File: config.mk
export PLATFORM = sky130hd
export DESIGN_NAME = cfg_chain_loader
export DESIGN_NICKNAME = d
export VERILOG_FILES = /design/src/rtl/cfg_pkg.sv /design/src/rtl/cfg_word_serializer.sv /design/src/rtl/cfg_chain_loader.sv
export SDC_FILE = /design/constraint.sdc
export NUM_CORES = 1
export LEC_CHECK = 0
export CORE_MARGIN = 4
export CORE_UTILIZATION = 53
export DETAILED_ROUTE_END_ITERATION = 8
export GPL_TIMING_DRIVEN = 0
export HOLD_SLACK_MARGIN = 0.12
export PLACE_DENSITY_LB_ADDON = 0.08
export SLEW_MARGIN = 10
export SYNTH_ARGS = -nofsm -noshare
export SYNTH_HDL_FRONTEND = slang
export SYNTH_SLANG_ARGS = --single-unit
File: constraint.sdc
create_clock -name clk -period 5.7 [get_ports clk]
set_input_delay 1.14 -clock clk [delete_from_list [all_inputs] [get_ports clk]]
set_output_delay 1.14 -clock clk [all_outputs]
set_load 0.005 [all_outputs]
File: src/rtl/cfg_pkg.sv
// Shared types and sizing helpers for the configuration chain loader.
package cfg_pkg;

   typedef enum logic [2:0] {
      IDLE  = 3'd0,
      FILL  = 3'd1,
      SHIFT = 3'd2,
      SET   = 3'd3,
      DONE  = 3'd4
   } cfg_state_t;

   function automatic int words_per_load(input int chain_len, input int num_chains,
                                         input int word_w);
      return (chain_len * num_chains + word_w - 1) / word_w;
   endfunction

   function automatic int sub_cnt_w(input int word_w, input int num_chains);
      return (word_w / num_chains > 1) ? $clog2(word_w / num_chains) : 1;
   endfunction

   function automatic int bit_cnt_w(input int chain_len);
      return $clog2(chain_len + 1);
   endfunction

endpackage

File: src/rtl/cfg_word_serializer.sv
// Holds one config word and presents it NUM_CHAINS bits at a time, low slice first.
module cfg_word_serializer
   import cfg_pkg::*;
#(
   parameter int NUM_CHAINS = 4,
   parameter int WORD_W     = 8
) (
   input  logic                  clk,
   input  logic                  rst,
   input  logic                  cen,
   input  logic                  load,
   input  logic                  shift,
   input  logic [WORD_W-1:0]     in_data,
   output logic [NUM_CHAINS-1:0] slice,
   output logic                  word_empty
);

   localparam int SLICES = WORD_W / NUM_CHAINS;
   localparam int SCW    = sub_cnt_w(WORD_W, NUM_CHAINS);
   localparam logic [SCW-1:0] LAST_SUB = SCW'(SLICES - 1);

   logic [WORD_W-1:0] word_q;
   logic [SCW-1:0]    sub_cnt;

   // sub_cnt parks on the last slice so it never wraps before the next load
   always_ff @(posedge clk or negedge rst) begin
      if (!rst) begin
         word_q  <= '0;
         sub_cnt <= '0;
      end else if (cen) begin
         if (load) begin
            word_q  <= in_data;
            sub_cnt <= '0;
         end else if (shift) begin
            word_q <= word_q >> NUM_CHAINS;
            if (!word_empty) sub_cnt <= sub_cnt + 1'b1;
         end
      end
   end

   assign slice      = word_q[NUM_CHAINS-1:0];
   // high while the slice on show is the word's last one
   assign word_empty = (sub_cnt == LAST_SUB);

endmodule

File: src/rtl/cfg_chain_loader.sv
// Streams config words into NUM_CHAINS parallel shift chains, then pulses set.
module cfg_chain_loader
   import cfg_pkg::*;
#(
   parameter int NUM_CHAINS = 4,
   parameter int CHAIN_LEN  = 64,
   parameter int WORD_W     = 8
) (
   input  logic                  clk,
   input  logic                  rst,
   input  logic                  cen,
   input  logic                  start,
   input  logic                  abort,
   input  logic [WORD_W-1:0]     in_data,
   input  logic                  in_valid,
   output logic                  in_ready,
   output logic [NUM_CHAINS-1:0] shift_out,
   output logic                  shift_en,
   output logic                  set_out,
   output logic                  busy,
   output logic                  done
);

   localparam int BCW = bit_cnt_w(CHAIN_LEN);
   localparam logic [BCW-1:0] LAST_BIT = BCW'(CHAIN_LEN - 1);

   generate
      if (WORD_W % NUM_CHAINS != 0 || CHAIN_LEN < 1) begin : g_bad_cfg
         $error("cfg_chain_loader: WORD_W must be a multiple of NUM_CHAINS and CHAIN_LEN >= 1");
      end
   endgenerate

   cfg_state_t            state, state_nx;
   logic [BCW-1:0]        bit_cnt;
   logic [NUM_CHAINS-1:0] slice;
   logic                  word_empty;
   logic                  in_load, load_word, do_shift, idle_like;

   assign in_load   = (state == FILL) || (state == SHIFT) || (state == SET);
   assign idle_like = (state == IDLE) || (state == DONE);
   assign load_word = cen && !abort && (state == FILL) && in_valid;
   assign do_shift  = cen && !abort && (state == SHIFT);

   cfg_word_serializer #(
      .NUM_CHAINS (NUM_CHAINS),
      .WORD_W     (WORD_W)
   ) u_ser (
      .clk        (clk),
      .rst        (rst),
      .cen        (cen),
      .load       (load_word),
      .shift      (do_shift),
      .in_data    (in_data),
      .slice      (slice),
      .word_empty (word_empty)
   );

   // abort wins over every other transition while a load is in flight
   always_comb begin
      state_nx = state;
      if (cen) begin
         if (abort && in_load) begin
            state_nx = IDLE;
         end else begin
            case (state)
               IDLE, DONE: if (start) state_nx = FILL;
               FILL:       if (in_valid) state_nx = SHIFT;
               SHIFT: begin
                  if (bit_cnt == LAST_BIT) state_nx = SET;
                  else if (word_empty)     state_nx = FILL;
               end
               SET:        state_nx = DONE;
               default:    state_nx = IDLE;
            endcase
         end
      end
   end

   always_ff @(posedge clk or negedge rst) begin
      if (!rst) begin
         state   <= IDLE;
         bit_cnt <= '0;
      end else if (cen) begin
         state <= state_nx;
         if (idle_like && start) bit_cnt <= '0;
         else if (do_shift)      bit_cnt <= bit_cnt + 1'b1;
      end
   end

   assign in_ready  = cen && (state == FILL);
   assign shift_en  = cen && (state == SHIFT);
   assign set_out   = cen && !abort && (state == SET);
   assign shift_out = (state == SHIFT) ? slice : '0;
   assign busy      = in_load;
   assign done      = (state == DONE);

endmodule

After elaboration in Yosys (flattened, before gate mapping)
Index checks and enable logic that the tools add are counted.
{"block": "word_totals", "ff_bits": 19, "inputBits": 14, "out_inout_bits": 9, "elab_cells": 48}
{"block": "classes", "addsub": 2, "eq_ne": 8, "muxes": 14, "n_reduce_logical": 20}
{"operator": "$mux W8", "count": 2}
{"operator": "$mux W3", "count": 5}
{"operator": "$mux W7", "count": 2}
{"operator": "$pmux W3 S4", "count": 1}
{"operator": "$logic_and A1 B1 Y1", "count": 9}
{"operator": "$add A7 B1 Y7 const B", "count": 1}
{"operator": "$eq A7 B6 Y1 const B", "count": 1}
{"operator": "$eq A3 B2 Y1 const B", "count": 2}
{"operator": "$mux W4", "count": 1}
{"operator": "$ne A4 B1 Y1 const B", "count": 1}
{"operator": "$reduce_and A2 Y1", "count": 2}
{"operator": "$reduce_and A4 Y1", "count": 1}
{"operator": "$reduce_bool A2 Y1", "count": 2}
{"operator": "$eq A3 B1 Y1 const B", "count": 1}
{"operator": "$eq A3 B3 Y1 const B", "count": 1}
{"operator": "$logic_not A3 Y1", "count": 1}
{"operator": "$logic_or A1 B1 Y1", "count": 3}
{"operator": "$mux W1", "count": 3}
{"operator": "$ne A3 B2 Y1 const B", "count": 1}
{"operator": "$ne A3 B3 Y1 const B", "count": 1}
{"operator": "$reduce_or A2 Y1", "count": 1}
{"operator": "$add A1 B1 Y1 const B", "count": 1}
{"operator": "$logic_not A1 Y1", "count": 1}

Depth between registers and ports, before layout
{"block": "depth", "ltp_word": 6, "mapped_depth": 7, "mapped_depth_nobuf": 5}

By module
A second synthesis with hierarchy kept.
{"block": "hier_totals", "hier_cells": 110, "area_unflattened_um2": 1122.3}
{"mod": "cfg_chain_loader", "n_inst": 1, "cells_each": 70, "area_each_um2": 685.7, "seq_area_each_um2": 250.2}
{"mod": "cfg_word_serializer", "n_inst": 1, "cells_each": 40, "area_each_um2": 436.7, "seq_area_each_um2": 225.2}

Worst setup path before layout
OpenSTA, ideal clock, no wires.
{"block": "synth_path", "kind": "input port to output port", "from": "input abort", "to": "output set_out", "arrival_ps": 1464, "required_time_ps": 4560, "setup_slack_ps": 3096, "cell_stages": 3, "n_path_buf": 0, "cell_sequence": "nor2_1 -> inv_1 -> nor2_1"}
{"block": "synth_via", "elab_chain_cells": 3}
{"item": "start: declaration", "line": "cfg_chain_loader.sv:13", "source": "input logic abort,"}
{"item": "$logic_not A1 Y1", "line": "cfg_chain_loader.sv:92", "source": "assign set_out = cen && !abort && (state == SET);"}
{"item": "$logic_and A1 B1 Y1 (2 in series)", "line": "cfg_chain_loader.sv:92"}
{"item": "end: declaration", "line": "cfg_chain_loader.sv:19", "source": "output logic set_out,"}
No other way between the ends.

Final worst setup path
Same ends and word-level chain as after synthesis.

==> reports/qor.csv <==
stage,metric,value,unit
worst_setup_path,RR Endpoint,u_ser.word_q[0]$_DFFE_PN0P_,
grt,first-pass GRT wire length,3.643,mm
grt,met1 usage,0.2240,
drt,starting DRC count in detailed routing,15,
clock_network,CTS Root Cell,clkbuf_4,
worst_setup_path,Worst EP required,4.56,ns
sta,"Hold Vio Cnt, Final",0,
cells_and_area,ANT cells,0,
flow_run,max-cap violations,0,
grt,GR peak layer,met2,
worst_hold_path,WHS Path Cells,1,
clock_network,Resized Gates After CTS,0,
grt,vias in the first global route,839,
synthesis,simple-gate share of the synthesized area,0.2309,
grt,met3 Use GR,0.02535,
drt,detailed-route DRC error count,0,
power_and_ir_drop,"Power, Total",502.3,µW
sta,Slew headroom,0.4192,
sta,final setup vio count,0,
cells_and_area,Filler Cell Count,145,
worst_setup_path,Reg-to-Reg Start,state[1]$_DFFE_PN0P_,
worst_setup_path,Critical Path AT,2.49,ns
outcome,status,"complete, no violations",
clock_network,Post-CTS Setup Repair Bufs,0,
floorplanning,initial core utilization,0.5863,
synthesis,Synth Instances,106,
clock_network,"Hold-fix buffers, CTS",0,
synthesis,post-synthesis compound-gate area fraction,0.05275,
drt,Final ANT Viol Nets,0,
sta,Final Cycle Share,0.6376,
power_and_ir_drop,Max VDD drop,298.5,µV
place,Placed Cells incl. Taps,153,
grt,total gr overflow,0,
synthesis,Adder-Cell Fraction of Synth Area,0.01172,
worst_setup_path,critical-path cell list,clkdlybuf4s50_1 -> nor2_1 -> inv_1 -> nor2_1 -> clkdlybuf4s50_1,
worst_setup_path,Crit Path Category,primary input to output pin,
grt,overall routing resource usage,0.1726,
synthesis,#FFs+latches synth,19,
synthesis,leading cell types by count after synthesis,"dfrtp_1, nor2_1, nand2_1, inv_1, nand3_1",
cells_and_area,Synth-to-Final Area Change,26.03,%
worst_setup_path,CP Max Fanout,4,
synthesis,async set-reset flop share out of synthesis,1.000,
sta,Layout Skew,0.001680,ns
drt,Routed WL,1.997,mm
floorplanning,Core ar.,1821,µm²
synthesis,largest family of logic cells by synthesized area,simple AND/OR/NAND/NOR gates,
grt,initial antenna violation count,0,
place,IO Port Bufs,22,
clock_network,TritonCTS clock tree,done,
sta,RSZ-0062 raised after global routing,no,
synthesis,Syn. warnings,0,
power_and_ir_drop,leak pwr,0.0006403,µW
synthesis,Synth Area in XOR/XNOR,0.04103,
clock_network,clk_lat worst skew,0.29,ns
drt,vias per inst,5.172,
worst_setup_path,R2R Setup Slk,3.41,ns
floorplanning,row cnt,15,
place,Detailed Place HPWL,1.519,mm
cells_and_area,final cell count without fillers,157,
power_and_ir_drop,Reg power frac,0.407,
power_and_ir_drop,Logic pwr share,0.460,
synthesis,Post-synth top flop,dfrtp_1,
clock_network,clock slew at reported path FFs,0.10,ns
synthesis,Syn Std Cell Area,1067,µm²
cells_and_area,proportion of layout cells with a drive suffix above 1,0.1439,
sta,minimum clock period,3.635,ns
worst_setup_path,CP max stage cell,clkdlybuf4s50_1,
power_and_ir_drop,P per Cell Area,373.4,nW/µm²
grt,largest net degree at the start of global routing,20,
clock_network,clk sinks,19,
cells_and_area,Final Net Count,148,
worst_hold_path,Min-Delay Endpoint,u_ser.word_empty$_DFFE_PN0P_,
place,GPL Wtd Cong,0.7997,
power_and_ir_drop,share of total power in the clock network,0.133,
synthesis,post-synthesis mux area share,0.1536,
worst_setup_path,Register-to-Register Path Depth,5,
synthesis,most area-consuming cells after synthesis,"dfrtp_1, mux2_4, nor2_1",
sta,f_max,275.1,MHz
power_and_ir_drop,switching share of power,0.3238,
power_and_ir_drop,internal power,339.6,µW
sta,setup_tns,0,ns
synthesis,register area share after synthesis,0.4455,
synthesis,Synth Net Count,121,
floorplanning,Die Y,52.88,µm
drt,post-DR wirelength/cell,12.72,µm
synthesis,share of the synthesized area in the top cell type,0.4455,
synthesis,synthesized area per cell,10.07,µm²
synthesis,Post-synth EDFFs,0,
sta,fin. max-slew vios,0,
clock_network,CTS H-tree depth,1,
worst_setup_path,Worst Setup Start Kind,primary input,
drt,DR pass1 iterations,4,
grt,met2 GRT Util,0.3017,
worst_setup_path,crit end category,output pin,
worst_hold_path,Min-Delay Startpoint,u_ser.word_empty$_DFFE_PN0P_,
clock_network,CTS Buf Count,3,
drt,DR vias,812,
synthesis,largest area contributor in the netlist,dfrtp_1,
worst_hold_path,min-delay worst type,flop to flop,
power_and_ir_drop,P_sw,162.6,µW
floorplanning,die width,52.88,µm
sta,Slew @ Worst Pin,0.8684,ns
worst_setup_path,critical path's largest stage delay,0.51,ns
synthesis,"count leader, synth",dfrtp_1,
clock_network,CTS Buffer Depth,2,
floorplanning,full die area,2796,µm²
floorplanning,IO Count,23,
synthesis,Unique masters post-synth,30,
==> layer usage <==
layer | part of all wire | up-vias
met5 | 0 | -
met3 | 0.052 | 4
li1 | - | 414
met2 | 0.46 | 20
met4 | 0.0060 | 0
met1 | 0.48 | 374
==> worst max-delay path by stage <==
stage | start | end | slack [ns] | depth (start not counted)
after floorplan | abort | set_out | 3.10 | 3
after global placement | abort | set_out | 2.07 | 5
after detailed placement | abort | set_out | 2.08 | 5
after CTS | abort | set_out | 2.07 | 5
after global routing | abort | set_out | 1.95 | 5
final | abort | set_out | 2.07 | 5
==> metrics by stage <==
step / setup slack [ns] / util / instance area [µm²] / hold slack (ns)
6_report: 2.065 / 0.7388 / 1345 / 0.5028
5_1_grt: 1.946 / 0.7388 / 1345 / 0.5637
4_1_cts: 2.069 / 0.7388 / 1345 / 0.5053
3_5_place_dp: 2.077 / 0.7244 / 1319 / 0.4809
3_3_place_gp: 2.071 / 0.7244 / 1319 / 0.4658
2_1_floorplan: 3.096 / - / 1067 / 0.4508
==> area by class of cell <==
class / instances / area (µm²) / share of cell area
tap: 25 / 31.28 / 0.02326
sequential: 19 / 475.5 / 0.3535
timing repair buffer: 22 / 220.2 / 0.1637
inverter: 8 / 30.03 / 0.02233
multi-input combinational: 75 / 523.0 / 0.3888
buffer: 4 / 38.79 / 0.02884
clock buffer: 4 / 26.28 / 0.01953
==> placed cells by master (no fill, tap or decap), drive strengths merged <==
cell,count
clkdlybuf4s50,22
o31ai,1
o21ai,1
a31oi,1
nor2,12
a21oi,1
ha,1
buf,4
or4,1
nor2b,1
nor3b,1
o22ai,1
or2,1
nand4,1
nand3,7
and3,2
nor4,3
nand2,10
a21o,1
nor3,3
dfrtp,19
inv,8
xnor2,5
o311ai,1
clkbuf,4
and2,5
a21bo,1
or3,1
mux2,9
mux2i,4
==> cells by family after synthesis <==
family / after synthesis
simple gates: 48
mux: 13
flops: 19
xor+xnor: 5
fa+ha+maj: 1
buf+inv: 12
compound gates: 8
==> state kept, by name (all words and copies together), names as in the netlist <==
register	flops
bit_cnt	7
u_ser.word_q	8
u_ser.word_empty	1
state	3
==> critical path, delay by kind of cell <==
kind,cells,cell delay (ns)
buffers and inverters,3,1.08
AND/OR/NAND/NOR,2,0.28
==> power by group through the flow <==
stage | logic [µW] | registers (µW) | clock network [µW]
2_1_floorplan | 163 | 199 | 0
4_1_cts | 233 | 204 | 68.2
5_1_grt | 258 | 212 | 74.5
3_3_place_gp | 226 | 203 | 0
3_5_place_dp | 232 | 207 | 0
6_report | 231 | 205 | 66.7
No activity file was read; power rests on OpenSTA's default activity.
